`config.mk`:
```
export PLATFORM = sky130hd
export DESIGN_NAME = proc_gen
export DESIGN_NICKNAME = d
export VERILOG_FILES = /design/src/rtl/proc_gen.sv
export SDC_FILE = /design/constraint.sdc
export NUM_CORES = 1
export LEC_CHECK = 0
export BUFFER_PORTS_ARGS = -buffer_cell sky130_fd_sc_hd__clkbuf_2
export CORE_MARGIN = 1
export CORE_UTILIZATION = 62
export CTS_BUF_LIST = sky130_fd_sc_hd__clkbuf_4 sky130_fd_sc_hd__clkbuf_8
export DETAILED_ROUTE_END_ITERATION = 8
export PLACE_DENSITY = 0.85
export SLEW_MARGIN = 5
export SYNTH_ARGS = -nofsm -noshare
export SYNTH_HDL_FRONTEND = slang
export SYNTH_SLANG_ARGS = --single-unit
```
`constraint.sdc`:
```
create_clock -name Clock -period 6.7 [get_ports Clock]
set_input_delay 0 -clock Clock [delete_from_list [all_inputs] [get_ports Clock]]
set_output_delay 0 -clock Clock [all_outputs]
set_load 0.01 [all_outputs]
```
`src/rtl/proc_gen.sv`:
```
// proc_gen: multi-cycle processor core with eight general registers R0..R7,
// operand register A and result register G on a shared W-bit bus.
// Instructions arrive on DIN under a Run/Done handshake. Fields sit in the
// top nine bits of the word: opcode [W-1:W-3], X [W-4:W-6], Y [W-7:W-9].
// Optional feature macro: PROC_GEN_LOGIC_EN enables the and/or opcodes as
// four-cycle ALU ops. Without it those opcodes behave as nop.
module proc_gen #(
  parameter int unsigned W = 9
) (
  input  logic         Clock,
  input  logic         Resetn,
  input  logic         Run,
  input  logic [W-1:0] DIN,
  input  logic [2:0]   DbgSel,
  output logic         Done,
  output logic [W-1:0] BusWires,
  output logic [W-1:0] DbgData
);

  localparam logic [2:0] OpMv   = 3'b000;
  localparam logic [2:0] OpMvi  = 3'b001;
  localparam logic [2:0] OpAdd  = 3'b010;
  localparam logic [2:0] OpSub  = 3'b011;
  localparam logic [2:0] OpMvnz = 3'b100;
`ifdef PROC_GEN_LOGIC_EN
  localparam logic [2:0] OpAnd  = 3'b101;
  localparam logic [2:0] OpOr   = 3'b110;
`endif

  typedef enum logic [1:0] {
    StT0 = 2'd0,
    StT1 = 2'd1,
    StT2 = 2'd2,
    StT3 = 2'd3
  } state_e;

  state_e         state_q, state_d;
  logic [8:0]     ir_q, ir_d;
  logic [W-1:0]   regs_q [8];
  logic [W-1:0]   regs_d [8];
  logic [W-1:0]   a_q, a_d;
  logic [W-1:0]   g_q, g_d;

  // Control strobes from the FSM
  logic           ir_in;
  logic           din_out;
  logic           g_out;
  logic [7:0]     r_out;
  logic [7:0]     r_in;
  logic           a_in;
  logic           g_in;

  logic [2:0]     op;
  logic [2:0]     rx;
  logic [2:0]     ry;
  logic           is_alu;
  logic [W-1:0]   alu_res;

  assign op = ir_q[8:6];
  assign rx = ir_q[5:3];
  assign ry = ir_q[2:0];

  // Opcodes that take the four-cycle A/G path
  always_comb begin
    is_alu = (op == OpAdd) || (op == OpSub);
`ifdef PROC_GEN_LOGIC_EN
    is_alu = is_alu || (op == OpAnd) || (op == OpOr);
`endif
  end

  // FSM next-state and control strobes
  always_comb begin
    state_d = state_q;
    ir_in   = 1'b0;
    din_out = 1'b0;
    g_out   = 1'b0;
    r_out   = '0;
    r_in    = '0;
    a_in    = 1'b0;
    g_in    = 1'b0;
    Done    = 1'b0;
    unique case (state_q)
      StT0: begin
        if (Run) begin
          ir_in   = 1'b1;
          state_d = StT1;
        end
      end
      StT1: begin
        if (is_alu) begin
          r_out[rx] = 1'b1;
          a_in      = 1'b1;
          state_d   = StT2;
        end else begin
          // Short ops finish here; nop and disabled logic ops only raise Done
          case (op)
            OpMv: begin
              r_out[ry] = 1'b1;
              r_in[rx]  = 1'b1;
            end
            OpMvi: begin
              din_out  = 1'b1;
              r_in[rx] = 1'b1;
            end
            OpMvnz: begin
              r_out[ry] = 1'b1;
              r_in[rx]  = (g_q != '0);
            end
            default: ;
          endcase
          Done    = 1'b1;
          state_d = StT0;
        end
      end
      StT2: begin
        r_out[ry] = 1'b1;
        g_in      = 1'b1;
        state_d   = StT3;
      end
      StT3: begin
        g_out    = 1'b1;
        r_in[rx] = 1'b1;
        Done     = 1'b1;
        state_d  = StT0;
      end
      default: state_d = StT0;
    endcase
  end

  // Shared bus: sources are mutually exclusive, idle bus reads as zero
  always_comb begin
    BusWires = '0;
    if (din_out) begin
      BusWires = DIN;
    end else if (g_out) begin
      BusWires = g_q;
    end else begin
      for (int i = 0; i < 8; i++) begin
        if (r_out[i]) BusWires = regs_q[i];
      end
    end
  end

  // ALU: A is the left operand, the bus carries Ry
  always_comb begin
    alu_res = a_q + BusWires;
    case (op)
      OpSub:   alu_res = a_q - BusWires;
`ifdef PROC_GEN_LOGIC_EN
      OpAnd:   alu_res = a_q & BusWires;
      OpOr:    alu_res = a_q | BusWires;
`endif
      default: alu_res = a_q + BusWires;
    endcase
  end

  // Register file, IR, A and G next-state from the load strobes
  always_comb begin
    ir_d = ir_in ? DIN[W-1 -: 9] : ir_q;
    a_d  = a_in ? BusWires : a_q;
    g_d  = g_in ? alu_res : g_q;
    for (int i = 0; i < 8; i++) begin
      regs_d[i] = r_in[i] ? BusWires : regs_q[i];
    end
  end

  // State and datapath registers; reset aborts any instruction in flight
  always_ff @(posedge Clock or negedge Resetn) begin
    if (!Resetn) begin
      state_q <= StT0;
      ir_q    <= '0;
      a_q     <= '0;
      g_q     <= '0;
      for (int i = 0; i < 8; i++) begin
        regs_q[i] <= '0;
      end
    end else begin
      state_q <= state_d;
      ir_q    <= ir_d;
      a_q     <= a_d;
      g_q     <= g_d;
      for (int i = 0; i < 8; i++) begin
        regs_q[i] <= regs_d[i];
      end
    end
  end

  assign DbgData = regs_q[DbgSel];

endmodule
```
* Word level (Yosys, flattened, before mapping)
Cells that the tools add are included.
** Word-level totals
- Word-level logic and storage cells :: 75
- Register bits :: 101
- Bits of input ports :: 15
** Operators by class
- Eq/ne operators :: 8
- Bitwise gates (word level) :: 2
- $lt $le $gt $ge :: 5
- $add $sub $neg :: 2
- Mux-type cells :: 38
- Reduce and logical (&&, ||, !) cells :: 8
** Operators by type and width (number)
- $mux 9 :: 13
- $pmux 8 s2 :: 3
- $bmux 9 s3 :: 1
- $mux 8 :: 3
- $mux 1 :: 12
- $add 9x9->9 :: 1
- $reduce_bool 9->1 :: 1
- $sub 9x9->9 :: 1
- $and 8x8->8 :: 1
- $lt 3x4->1 const B :: 2
- $pmux 2 s4 :: 1
- $demux 1 s3 :: 2
- $eq 3x2->1 const B :: 2
- $ge 3x1->1 const B :: 2
- $eq 2x2->1 const B :: 2
- $ge 4x4->1 const B :: 1
- $mux 2 :: 2
- $not 3->4 :: 1
- $reduce_or 2->1 :: 2
- $eq 3x1->1 const B :: 1
- $eq 3x3->1 const B :: 1
- $logic_not 3->1 :: 1
- $eq 2x1->1 const B :: 1
- $logic_and 1x1->1 :: 2
- other kinds (4) :: 4

* Logic depth before layout (Yosys ltp)
Gate-level depths: netlist (run 1).
- Depth after elaboration :: 19
- Mapped depth :: 25

* Worst setup path before layout (run 1)
Ideal clock, no wire load.
- Path type :: register to register
- Start :: register with a tool-made name
- End :: register g_q[8]
- Library setup time :: 0.143 ns
- Stages on the path, launching flop included :: 24
- Setup slack :: 1.899 ns
- Path buffers :: 2
- Data arrival time :: 4.658 ns
- Path through :: dfrtp_1 -> inv_1 -> ha_1 -> or3b_1 -> a211o_1 -> and2_1 -> clkbuf_1 -> a31o_2 -> o221ai_1 -> o211a_1 -> clkbuf_1 -> ha_1 -> nor2_1 -> a21oi_1 -> fa_1 -> nor2b_1 -> o21ai_0 -> nand2b_1 -> nand3_1 -> a31oi_1 -> xor2_1 -> xor2_1 -> mux2i_1 -> o2111ai_1
** RTL lines
- end signal: assignment :: line 181 : g_q <= g_d;
- end: declaration :: line 42 : logic [W-1:0] g_q, g_d;

* Worst setup path after layout (run 1)
- Start :: register state_q[0]
- End :: register g_q[8]
** On the way
- Cells in the longest elaborated chain, start to end :: 14
- Elaborated cells on any way between the ends :: 20
** Ends and longest elaborated chain
- start: declaration :: line 37 : state_e state_q, state_d;
- start signal: assignment :: line 170 : state_q <= StT0;
- start signal: assignment :: line 178 : state_q <= state_d;
- $eq 2x2->1 or $eq 2x1->1 (tied branches) :: line 82 : unique case (state_q)
- $pmux 8 s2 :: line 82
- $mux 9 (8 in a row) :: line 139 : if (r_out[i]) BusWires = regs_q[i];
- $mux 9 :: line 135 : end else if (g_out) begin
- $mux 9 :: line 133 : if (din_out) begin
- $add 9x9->9 or $sub 9x9->9 (tied branches) :: line 153, 148
- $mux 9 :: line 147 : case (op)
Parallel ways exist; a longest one is shown, timed or not.
A chain may end at the register's enable or synchronous reset.

==> results.py, run 1 <==
metrics = {
    "power": {
        "combPwrFrac_pct": 60.8,
        "p_leak_nw": 2.972,
        "p_int_w": 0.002156,
        "vdd_drop_max_v": 0.0004459,
        "power_switching_w": 0.001967,
        "pwr-share-clk_pct": 10.1,
        "switching_share_pct": 47.71,
        "power.density_nw_per_um2": 613.0,
        "pwr-share-seq_pct": 29.0,
    },
    "placed_design": {
        "dp_hpwl_mm": 12.81,
        "dp_slack_ns": 0.9678,
        "placed_cell_area_um2": 6405,
        "place.port_buffers": 33,
        "gp_congestion": 0.9765,
    },
    "job": {
        "drv_cap": 0,
    },
    "setup_path": {
        "reg2reg_to": "g_q[8]",
        "crit_fanout": 15,
        "crit_required_ns": 6.95,
        "rrSetupSlack_ns": 0.88,
        "cp.arrival_ns": 6.07,
        "critPathLaunch": "state_q[0]",
        "r2r-start": "state_q[0]",
        "r2r_cells": 21,
        "path_class": "flop to flop",
        "end_kind": "flop",
        "critical_path.startpoint_type": "flop",
    },
    "global_routing": {
        "grt_use_total_pct": 36.86,
        "antenna_found_initial": 0,
        "overflow": 0,
        "grt_max_degree": 71,
        "grt_first_pass_wirelength_mm": 28.02,
        "grt_pass1_vias": 5144,
    },
    "yosys": {
        "synth_top_area_share_pct": 41.15,
        "synthSimpleGateAreaFrac_pct": 14.83,
        "synth-seq-cells": 101,
        "synth_compound_area_share_pct": 20.47,
        "synth_edf_count": 0,
        "ys_types": 74,
        "avgSynthCellArea_um2": 9.627,
        "synth_top_family_by_area": "compound AO/OA/AOI/OAI gates",
        "muxShareOfSynthArea_pct": 14.26,
        "synth-seq-area-share_pct": 41.15,
        "synth-xor-area-share_pct": 1.996,
        "synth_ff_type": "dfrtp_1",
        "yosysWarnings": 0,
        "netlist_area_um2": 6142,
        "synth_top_cell_by_area": "dfrtp_1",
        "synth_area_leaders": "dfrtp_1 41%, mux2_2 7.3%, mux4_2 6.6%",
        "synth_cells": 638,
        "syn-num-nets": 667,
        "synth-adder-area-share_pct": 2.974,
        "synthArstFlopShare_pct": 100.0,
    },
    "sta": {
        "fin_ws_ns": 0.8816,
        "post-route-min-period_ns": 5.818,
        "fmax_mhz": 171.9,
        "finalSetupTns_ns": 0,
        "maxSlewHeadroom_pct": 17.58,
        "hold_viol": 0,
        "worstMarginPinSlew_ns": 1.232,
        "fin_hold_ws_ns": 0.09163,
        "setup_viol": 0,
        "rsz0062_at_grt": "false",
        "skew_ns": 0.01302,
        "final.period_utilization_pct": 86.84,
        "slew_viol_final": 0,
    },
    "finish": {
        "final_layout_size_suffix_gt1_share_pct": 20.78,
        "design_area_um2": 6725,
        "finalNetCount": 693,
        "areaGrowthSynthToFinish_pct": 9.493,
        "utilization_pct": 71.43,
        "multi_input_area_um2": 3361,
        "n_antenna_cell": 0,
        "fillers": 727,
        "regArea_um2": 2527,
    },
    "routing": {
        "routed_wl_mm": 17.70,
        "avgViaCountPerCell": 6.708,
        "drtIter0Drc": 490,
        "ant_nets": 0,
        "drt_first_pass_iters": 7,
        "drc": 0,
        "wl_per_cell_um": 22.18,
        "vias": 5353,
    },
    "run_status": {
        "outcome": "complete, no violations",
    },
    "clock_network": {
        "cts_buffers": 9,
        "cts_tree": "yes",
        "insertion_delay_ns": 0.38,
        "htree_levels": 3,
        "post_cts_resized": 0,
        "clk_pin_slew_ns": 0.11,
        "cts.sinks": 101,
        "ctsLongestPathBuffers": 2,
        "cts-root-buf": "clkbuf_8",
    },
    "floorplanning": {
        "dieArea_um2": 10310,
        "ios": 34,
        "die_x_um": 101.5,
        "die_h_um": 101.5,
        "coreArea_um2": 9415,
        "num_rows": 35,
        "initial_core_util_pct": 65.24,
    },
    "min_path": {
        "hold_class": "input port to asynchronous set/reset pin",
    },
}
## state kept, by name, summed over array words and instances (netlist names), named ones only
signal / cells
regs_q: 72
state_q: 1
a_q: 9
ir_q: 9
g_q: 9
## timing repair
item	CTS	global route
hold buffers	11	0
endpoints found under the hold margin	42	0
buffers inserted	0	0
## logic make-up after synthesis
group	Yosys count
xor+xnor	14
fa+ha+maj	14
buf+inv	68
compound gates	192
mux	60
flops	101
simple gates	189
## how the worst max path moves through the flow
stage          endpoint  cells after the start  slack [ns]
4_1_cts          g_q[8]                     21        0.94
5_1_grt          g_q[8]                     21        0.39
2_1_floorplan    g_q[8]                     23        1.90
3_3_place_gp     g_q[8]                     21        1.17
6_report         g_q[8]                     21        0.88
3_5_place_dp     g_q[8]                     21        0.97
## layer usage
metal	global-route usage [%]	share of wire [%]	vias up
li1	-	-	2373
met1	52.31	40	2580
met2	57.22	47	344
met3	5.728	9.9	56
met4	14.72	3.4	0
met5	0	0	-
## power by group through the flow
stage	Clock, W	Combinational [W]	Sequential [W]
after detailed placement	0	0.00245	0.00119
after floorplan	0	0.00191	0.00105
after global placement	0	0.00238	0.00118
after global routing	0.000447	0.00273	0.00122
after CTS	0.000423	0.00248	0.00118
final	0.000418	0.00251	0.00120
## cells in the mapped netlist (3+ instances only)
| cell | count |
|---|---|
| or2_2 | 3 |
| xnor2_1 | 9 |
| dfrtp_1 | 101 |
| buf_1 | 4 |
| nand3_1 | 14 |
| nand4_1 | 4 |
| nor2b_1 | 8 |
| and2_1 | 8 |
| nor4_1 | 3 |
| a21oi_1 | 48 |
| mux4_2 | 18 |
| nor3_1 | 7 |
| o21ai_0 | 71 |
| nor2_1 | 44 |
| ha_1 | 13 |
| inv_1 | 24 |
| o211a_1 | 3 |
| a221oi_1 | 8 |
| nand2b_1 | 5 |
| a211oi_1 | 5 |
| mux2_2 | 40 |
| xor2_1 | 5 |
| a31oi_1 | 7 |
| a211o_1 | 5 |
| clkbuf_1 | 33 |
| inv_2 | 3 |
| nand2_1 | 74 |
| or3_1 | 5 |
## placed cells by master (no fill, tap or decap), types with 8 or more instances in the layout
master	synthesis	final
nor2_1	44	44
inv_1	24	24
xnor2_1	9	9
dlygate4sd3_1	0	11
o21ai_0	71	71
mux4_2	18	18
clkbuf_8	0	9
nor2b_1	8	8
clkbuf_2	0	32
ha_1	13	13
nand3_1	14	14
dfrtp_1	101	101
buf_4	0	12
and2_1	8	8
a21oi_1	48	48
a221oi_1	8	8
mux2_2	40	40
nand2_1	74	74
## area by class of cell
cell class	count	area share, %
Clock buffer	10	1.953
Clock inverter	6	1.172
Timing Repair Buffer	55	5.358
Sequential cell	101	37.58
Inverter	28	1.563
Tap cell	129	2.400
Multi-Input combinational cell	469	49.97
## critical path, cell delays in order, from the launching register on
cell,delay (ns)
dfrtp_1,0.43
inv_1,0.10
ha_1,0.57
clkinv_1,0.44
a211o_1,0.40
o211a_1,0.28
a221oi_1,0.35
a2bb2oi_1,0.27
o211a_1,0.42
ha_1,0.30
nor2_1,0.11
a21oi_1,0.08
fa_1,0.47
nor2b_1,0.13
o21ai_0,0.08
nand2b_1,0.12
nand3_1,0.10
a31oi_1,0.19
xor2_1,0.21
xor2_1,0.30
mux2i_1,0.23
o2111ai_1,0.12
## per-stage QoR
stage / total power [W] / cells
finish: 0.004122 / 798
global route: 0.004405 / 798
CTS: 0.004081 / 798
detailed placement: 0.003642 / 771
global placement: 0.003562 / 771
floorplan: 0.002964 / 638
Note: power is estimated with default switching activity, not from simulation.
==> run 2: changes to the inputs <==
- CELL_PAD_IN_SITES_DETAIL_PLACEMENT: default -> 0
- CELL_PAD_IN_SITES_GLOBAL_PLACEMENT: default -> 2
- CORE_UTILIZATION: 62 -> 41
- PLACE_DENSITY: 0.85 -> 0.86
==> run 2 against run 1 <==
- sequential power is essentially flat
- largest cell class unchanged
- cell count up 7.1%
- critical path depth up 1
- via count decreased by 3.9%
- wire length rose by 6.9%
- non-clock buffer count grew 2
- sequential share of layout area fell by 0.33 points
- highest routed layer unchanged
- setup slack worse by 0.23 ns
- power shrank 0.63%
- final area grew 0.89%
==> results.py, run 2 (same netlist as run 1, synthesis figures left out) <==
metrics = {
    "setup_path": {
        "critPathMaxStageDelay_ns": 0.74,
        "cp_cell_sequence": "inv_1 -> ha_1 -> clkinv_1 -> a21oi_1 -> o211a_1 -> a2111oi_0 -> o32ai_2 -> inv_1 -> ha_1 -> nor2_1 -> a21oi_1 -> inv_1 -> ha_1 -> nor2b_1 -> o21ai_0 -> a21boi_0 -> o21ai_0 -> nand2b_1 -> a21o_1 -> a21oi_1 -> xnor2_1 -> mux2_2",
        "path_class": "flop to flop",
        "cp.arrival_ns": 6.34,
        "crit_fanout": 15,
        "critical_path.startpoint_type": "flop",
        "cp_slowest_cell": "o32ai_2",
        "crit_required_ns": 7.00,
        "end_kind": "flop",
    },
    "routing": {
        "drt_first_pass_iters": 6,
        "vias": 5145,
        "avgViaCountPerCell": 6.018,
        "drtIter0Drc": 422,
        "routed_wl_mm": 18.92,
        "wl_per_cell_um": 22.13,
        "drc": 0,
        "ant_nets": 0,
    },
    "clock_network": {
        "ctsLongestPathBuffers": 2,
        "insertion_delay_ns": 0.40,
        "cts.sinks": 101,
        "htree_levels": 3,
        "cts_setup_buffers": 0,
        "cts_buffers": 9,
        "clk_pin_slew_ns": 0.11,
        "cts_tree": "yes",
        "cts-root-buf": "clkbuf_8",
    },
    "sta": {
        "hold_viol": 0,
        "final.period_utilization_pct": 90.25,
        "maxSlewHeadroom_pct": 21.81,
        "fin_hold_ws_ns": 0.1080,
        "skew_ns": 0.01356,
        "slew_viol_final": 0,
        "fmax_mhz": 165.4,
        "finalSetupTns_ns": 0,
        "setup_viol": 0,
        "post-route-min-period_ns": 6.047,
        "rsz0062_at_grt": "false",
        "worstMarginPinSlew_ns": 1.168,
    },
    "power": {
        "vdd_drop_max_v": 0.0003163,
        "fin_total_pwr_w": 0.004096,
        "power.density_nw_per_um2": 603.7,
        "p_leak_nw": 2.965,
    },
    "min_path": {
        "hold_class": "input port to asynchronous set/reset pin",
    },
    "placed_design": {
        "dpl.cell_count": 828,
        "gp_congestion": 0.8847,
        "dp_hpwl_mm": 13.72,
        "place.port_buffers": 33,
    },
    "floorplanning": {
        "initial_core_util_pct": 42.10,
        "ios": 34,
        "die_x_um": 124.4,
        "die_h_um": 124.4,
        "dieArea_um2": 15470,
        "coreArea_um2": 14590,
        "num_rows": 44,
    },
    "finish": {
        "utilization_pct": 46.51,
        "n_antenna_cell": 0,
        "layout_commonest_cell": "dfrtp_1",
        "areaGrowthSynthToFinish_pct": 10.47,
        "final_cells": 855,
        "final_layout_size_suffix_gt1_share_pct": 21.16,
        "largest_register_ff_count": 72,
        "layout_common_cells": "101 x dfrtp_1, 74 x nand2_1, 71 x o21ai_0",
        "top_register": "regs_q",
        "finalNetCount": 695,
    },
    "global_routing": {
        "overflow": 0,
        "antenna_found_initial": 0,
        "grt_first_pass_wirelength_mm": 29.94,
        "grt_use_total_pct": 25.28,
        "grt_pass1_vias": 5207,
        "grt_max_degree": 67,
    },
    "run_status": {
        "outcome": "complete, no violations",
    },
    "job": {
        "drv_cap": 0,
    },
}
==> run 2: cell count changes in the layout (fill, tap and decap cells not counted) <==
cell        before  now
buf_4           12   14
bufinv_16        1    0
clkbuf_4         1    2
clkinv_4         2    1
clkinvlp_4       0    1
inv_6            1    3
inv_8            2    0
nor3_1           7    6
nor3_2           0    1
==> run 2: worst max-delay path, delay by kind of cell (launching register included) <==
family | cells | cell delay (ns)
AOI/OAI and AO/OA | 10 | 2.90
xor gates and xnor gates | 1 | 0.08
adders and majority gates | 3 | 1.15
buffers and inverters | 4 | 0.87
DFF | 1 | 0.43
muxes | 1 | 0.25
and+or+nand+nor | 3 | 0.28
==> run 2: metal layers <==
layer / wire [um] / share of wire [%] / track usage (%)
met5: 0 / 0 / 0
met4: 456 / 2.4 / 9.072
met2: 9153 / 48 / 40.79
met1: 8397 / 44 / 34.16
met3: 917 / 4.8 / 4.253
==> run 2: through the flow <==
step	setup WS (ns)	instance area [um2]
finish	0.6534	6785
global route	0.1958	6785
CTS	0.7025	6785
detailed placement	0.7539	6494
global placement	0.9174	6494
floorplan	1.899	6142
==> run 2: cell type report <==
cell class,count,area [um2]
multi-input cells,469,3366
flip-flops and latches,101,2527
well taps,184,230.2
inverters,28,105.1
clock buffers,11,138.9
clock inverters,5,42.54
repair buffers,57,375.4
fillers,1417,7804
==> run 2: worst paths after layout <==
kind,startpoint,endpoint,slack [ns],cells past startpoint
min in group Clock,DIN[2],ir_q[2],0.42,3
worst max-delay path,state_q[0],g_q[7],0.65,22
worst min register to register,a_q[5],a_q[5],0.50,2
worst min-delay path,Resetn,ir_q[2],0.11,2
worst max register to register,state_q[0],g_q[7],0.65,22
max in group asynchronous,Resetn,regs_q[57],5.36,3
==> run 2: timing repair <==
item | in CTS | in global routing
hold endpoints to repair | 46 | 0
hold buffers | 11 | 0
endpoints found under the setup margin | 0 | 0
gates resized for setup | 0 | 0
==> run 2: report_power, final <==
| part | internal [W] | switching [W] |
|---|---|---|
| Combinational | 0.00109 | 0.00144 |
| Sequential | 0.000888 | 0.000299 |
| Clock | 0.000148 | 0.000235 |
| Total | 0.00213 | 0.00197 |
==> run 3: changes to the inputs <==
- clock period: 6.7 -> 5.9 ns (I/O delays scaled with it)
==> run 3 against run 2 <==
- sequential power grew 14%
- combinational power grew 15%
- non-clock buffer count grew 9
- register-to-register slack lost 0.32 ns
- critical endpoint is now g_q[8]
- largest power group unchanged
==> results.py, run 3 (same netlist as run 1, synthesis figures left out) <==
metrics = {
    "run_status": {
        "outcome": "complete, no violations",
    },
    "clock_network": {
        "cts-root-buf": "clkbuf_8",
        "cts_tree": "yes",
        "clk_pin_slew_ns": 0.11,
        "insertion_delay_ns": 0.40,
        "cts.sinks": 101,
        "cts_buffers": 9,
        "htree_levels": 3,
        "ctsLongestPathBuffers": 2,
        "cts_setup_buffers": 0,
    },
    "finish": {
        "layout_common_cells": "101 x dfrtp_1, 74 x nand2_1, 71 x o21ai_0",
        "utilization_pct": 47.03,
        "finalNetCount": 704,
        "n_antenna_cell": 0,
        "final_layout_size_suffix_gt1_share_pct": 22.24,
        "final_cells": 863,
        "areaGrowthSynthToFinish_pct": 11.71,
        "multi_input_area_um2": 3385,
        "regArea_um2": 2527,
        "top_register": "regs_q",
        "fillers": 1391,
        "largest_register_ff_count": 72,
        "layout_commonest_cell": "dfrtp_1",
    },
    "power": {
        "vdd_drop_max_v": 0.0003859,
        "power.density_nw_per_um2": 682.6,
        "fin_total_pwr_w": 0.004684,
        "p_leak_nw": 2.999,
    },
    "floorplanning": {
        "ios": 34,
        "initial_core_util_pct": 42.10,
        "die_h_um": 124.4,
        "die_x_um": 124.4,
        "coreArea_um2": 14590,
        "dieArea_um2": 15470,
        "num_rows": 44,
    },
    "global_routing": {
        "grt_first_pass_wirelength_mm": 29.74,
        "overflow": 0,
        "grt_max_degree": 62,
        "antenna_found_initial": 0,
        "grt_pass1_vias": 5124,
        "grt_use_total_pct": 25.39,
    },
    "placed_design": {
        "dp_hpwl_mm": 14.30,
        "dpl.cell_count": 837,
        "dp_slack_ns": 0.3322,
        "place.port_buffers": 33,
        "gp_congestion": 0.9361,
    },
    "routing": {
        "avgViaCountPerCell": 6.074,
        "drc": 0,
        "drtIter0Drc": 479,
        "wl_per_cell_um": 22.08,
        "ant_nets": 0,
        "drt_first_pass_iters": 5,
        "routed_wl_mm": 19.05,
        "vias": 5242,
    },
    "setup_path": {
        "crit_fanout": 13,
        "crit_required_ns": 6.16,
        "r2r_cells": 22,
        "rrSetupSlack_ns": 0.33,
        "critical_path.startpoint_type": "flop",
        "end_kind": "flop",
        "cp.arrival_ns": 5.83,
        "reg2reg_to": "g_q[8]",
        "path_class": "flop to flop",
    },
    "sta": {
        "fmax_mhz": 179.5,
        "slew_viol_final": 0,
        "hold_viol": 0,
        "maxSlewHeadroom_pct": 15.42,
        "rsz0062_at_grt": "false",
        "post-route-min-period_ns": 5.572,
        "fin_ws_ns": 0.3284,
        "final.period_utilization_pct": 94.43,
        "finalSetupTns_ns": 0,
        "setup_viol": 0,
        "skew_ns": 0.02025,
        "worstMarginPinSlew_ns": 1.264,
    },
    "job": {
        "drv_cap": 0,
    },
    "min_path": {
        "hold_class": "input port to asynchronous set/reset pin",
    },
}
==> run 3: cell types whose count changed in the layout (fill, tap and decap cells not counted), sizes merged <==
| cell | change |
|---|---|
| buf | +9 |
| clkbuf | -2 |
| clkinvlp | +2 |
| inv | -1 |
==> run 3: worst max path at each step <==
stage / start / to
after floorplan: flop / g_q[8]
after global placement: flop / g_q[8]
after detailed placement: state_q[0] / g_q[8]
after CTS: state_q[0] / g_q[8]
after global routing: flop / g_q[8]
final: flop / g_q[8]
==> run 3: per-stage QoR <==
step,area [um2],hold WS [ns]
finish,6862,0.1163
floorplan,6142,-0.2956
detailed placement,6561,0.02823
CTS,6843,0.1332
global route,6862,0.1521
global placement,6561,0.01664
==> run 3: layer usage <==
metal | up-vias | part of all wire (%) | GRT usage, %
met5 | - | 0 | 0
li1 | 2392 | - | -
met4 | 0 | 3.7 | 11.20
met1 | 2610 | 46 | 35.10
met2 | 196 | 46 | 39.26
met3 | 44 | 4.7 | 4.038
==> run 3: report_power, final <==
group | leakage, nW | internal, W | switching, W
clock | 0.0796 | 0.000155 | 0.000268
sequential | 1.24 | 0.00101 | 0.000351
combinational | 1.68 | 0.00126 | 0.00164
==> run 3: worst max-delay path: stages, from the launching register on <==
cell and delay, ns:
dfrtp_1 0.43, inv_1 0.09, ha_1 0.25, or3b_1 0.45, a211o_1 0.34, o211a_1 0.16
buf_4 0.19, a221oi_1 0.29, a2bb2oi_1 0.34, o211a_1 0.48, ha_1 0.31, nor2_1 0.11
a21oi_1 0.08, fa_1 0.47, nor2b_1 0.12, o21ai_0 0.08, nand2b_1 0.12, nand3_1 0.11
a31oi_1 0.18, xor2_1 0.19, xor2_1 0.31, mux2i_1 0.22, o2111ai_1 0.12
==> run 3: timing repair <==
action                                  in CTS  in global routing
hold buffers                                11                  0
resized for setup                            0                  2
endpoints found under the setup margin       0                  2
hold endpoints to repair                    51                  0
==> run 3: layout make-up <==
type	count	area share, %
clock buffers	9	1.805
repair buffers	66	6.455
inverters	28	1.532
clock inverters	6	0.6929
flip-flops and latches	101	36.83
multi-input cells	469	49.33
well taps	184	3.355
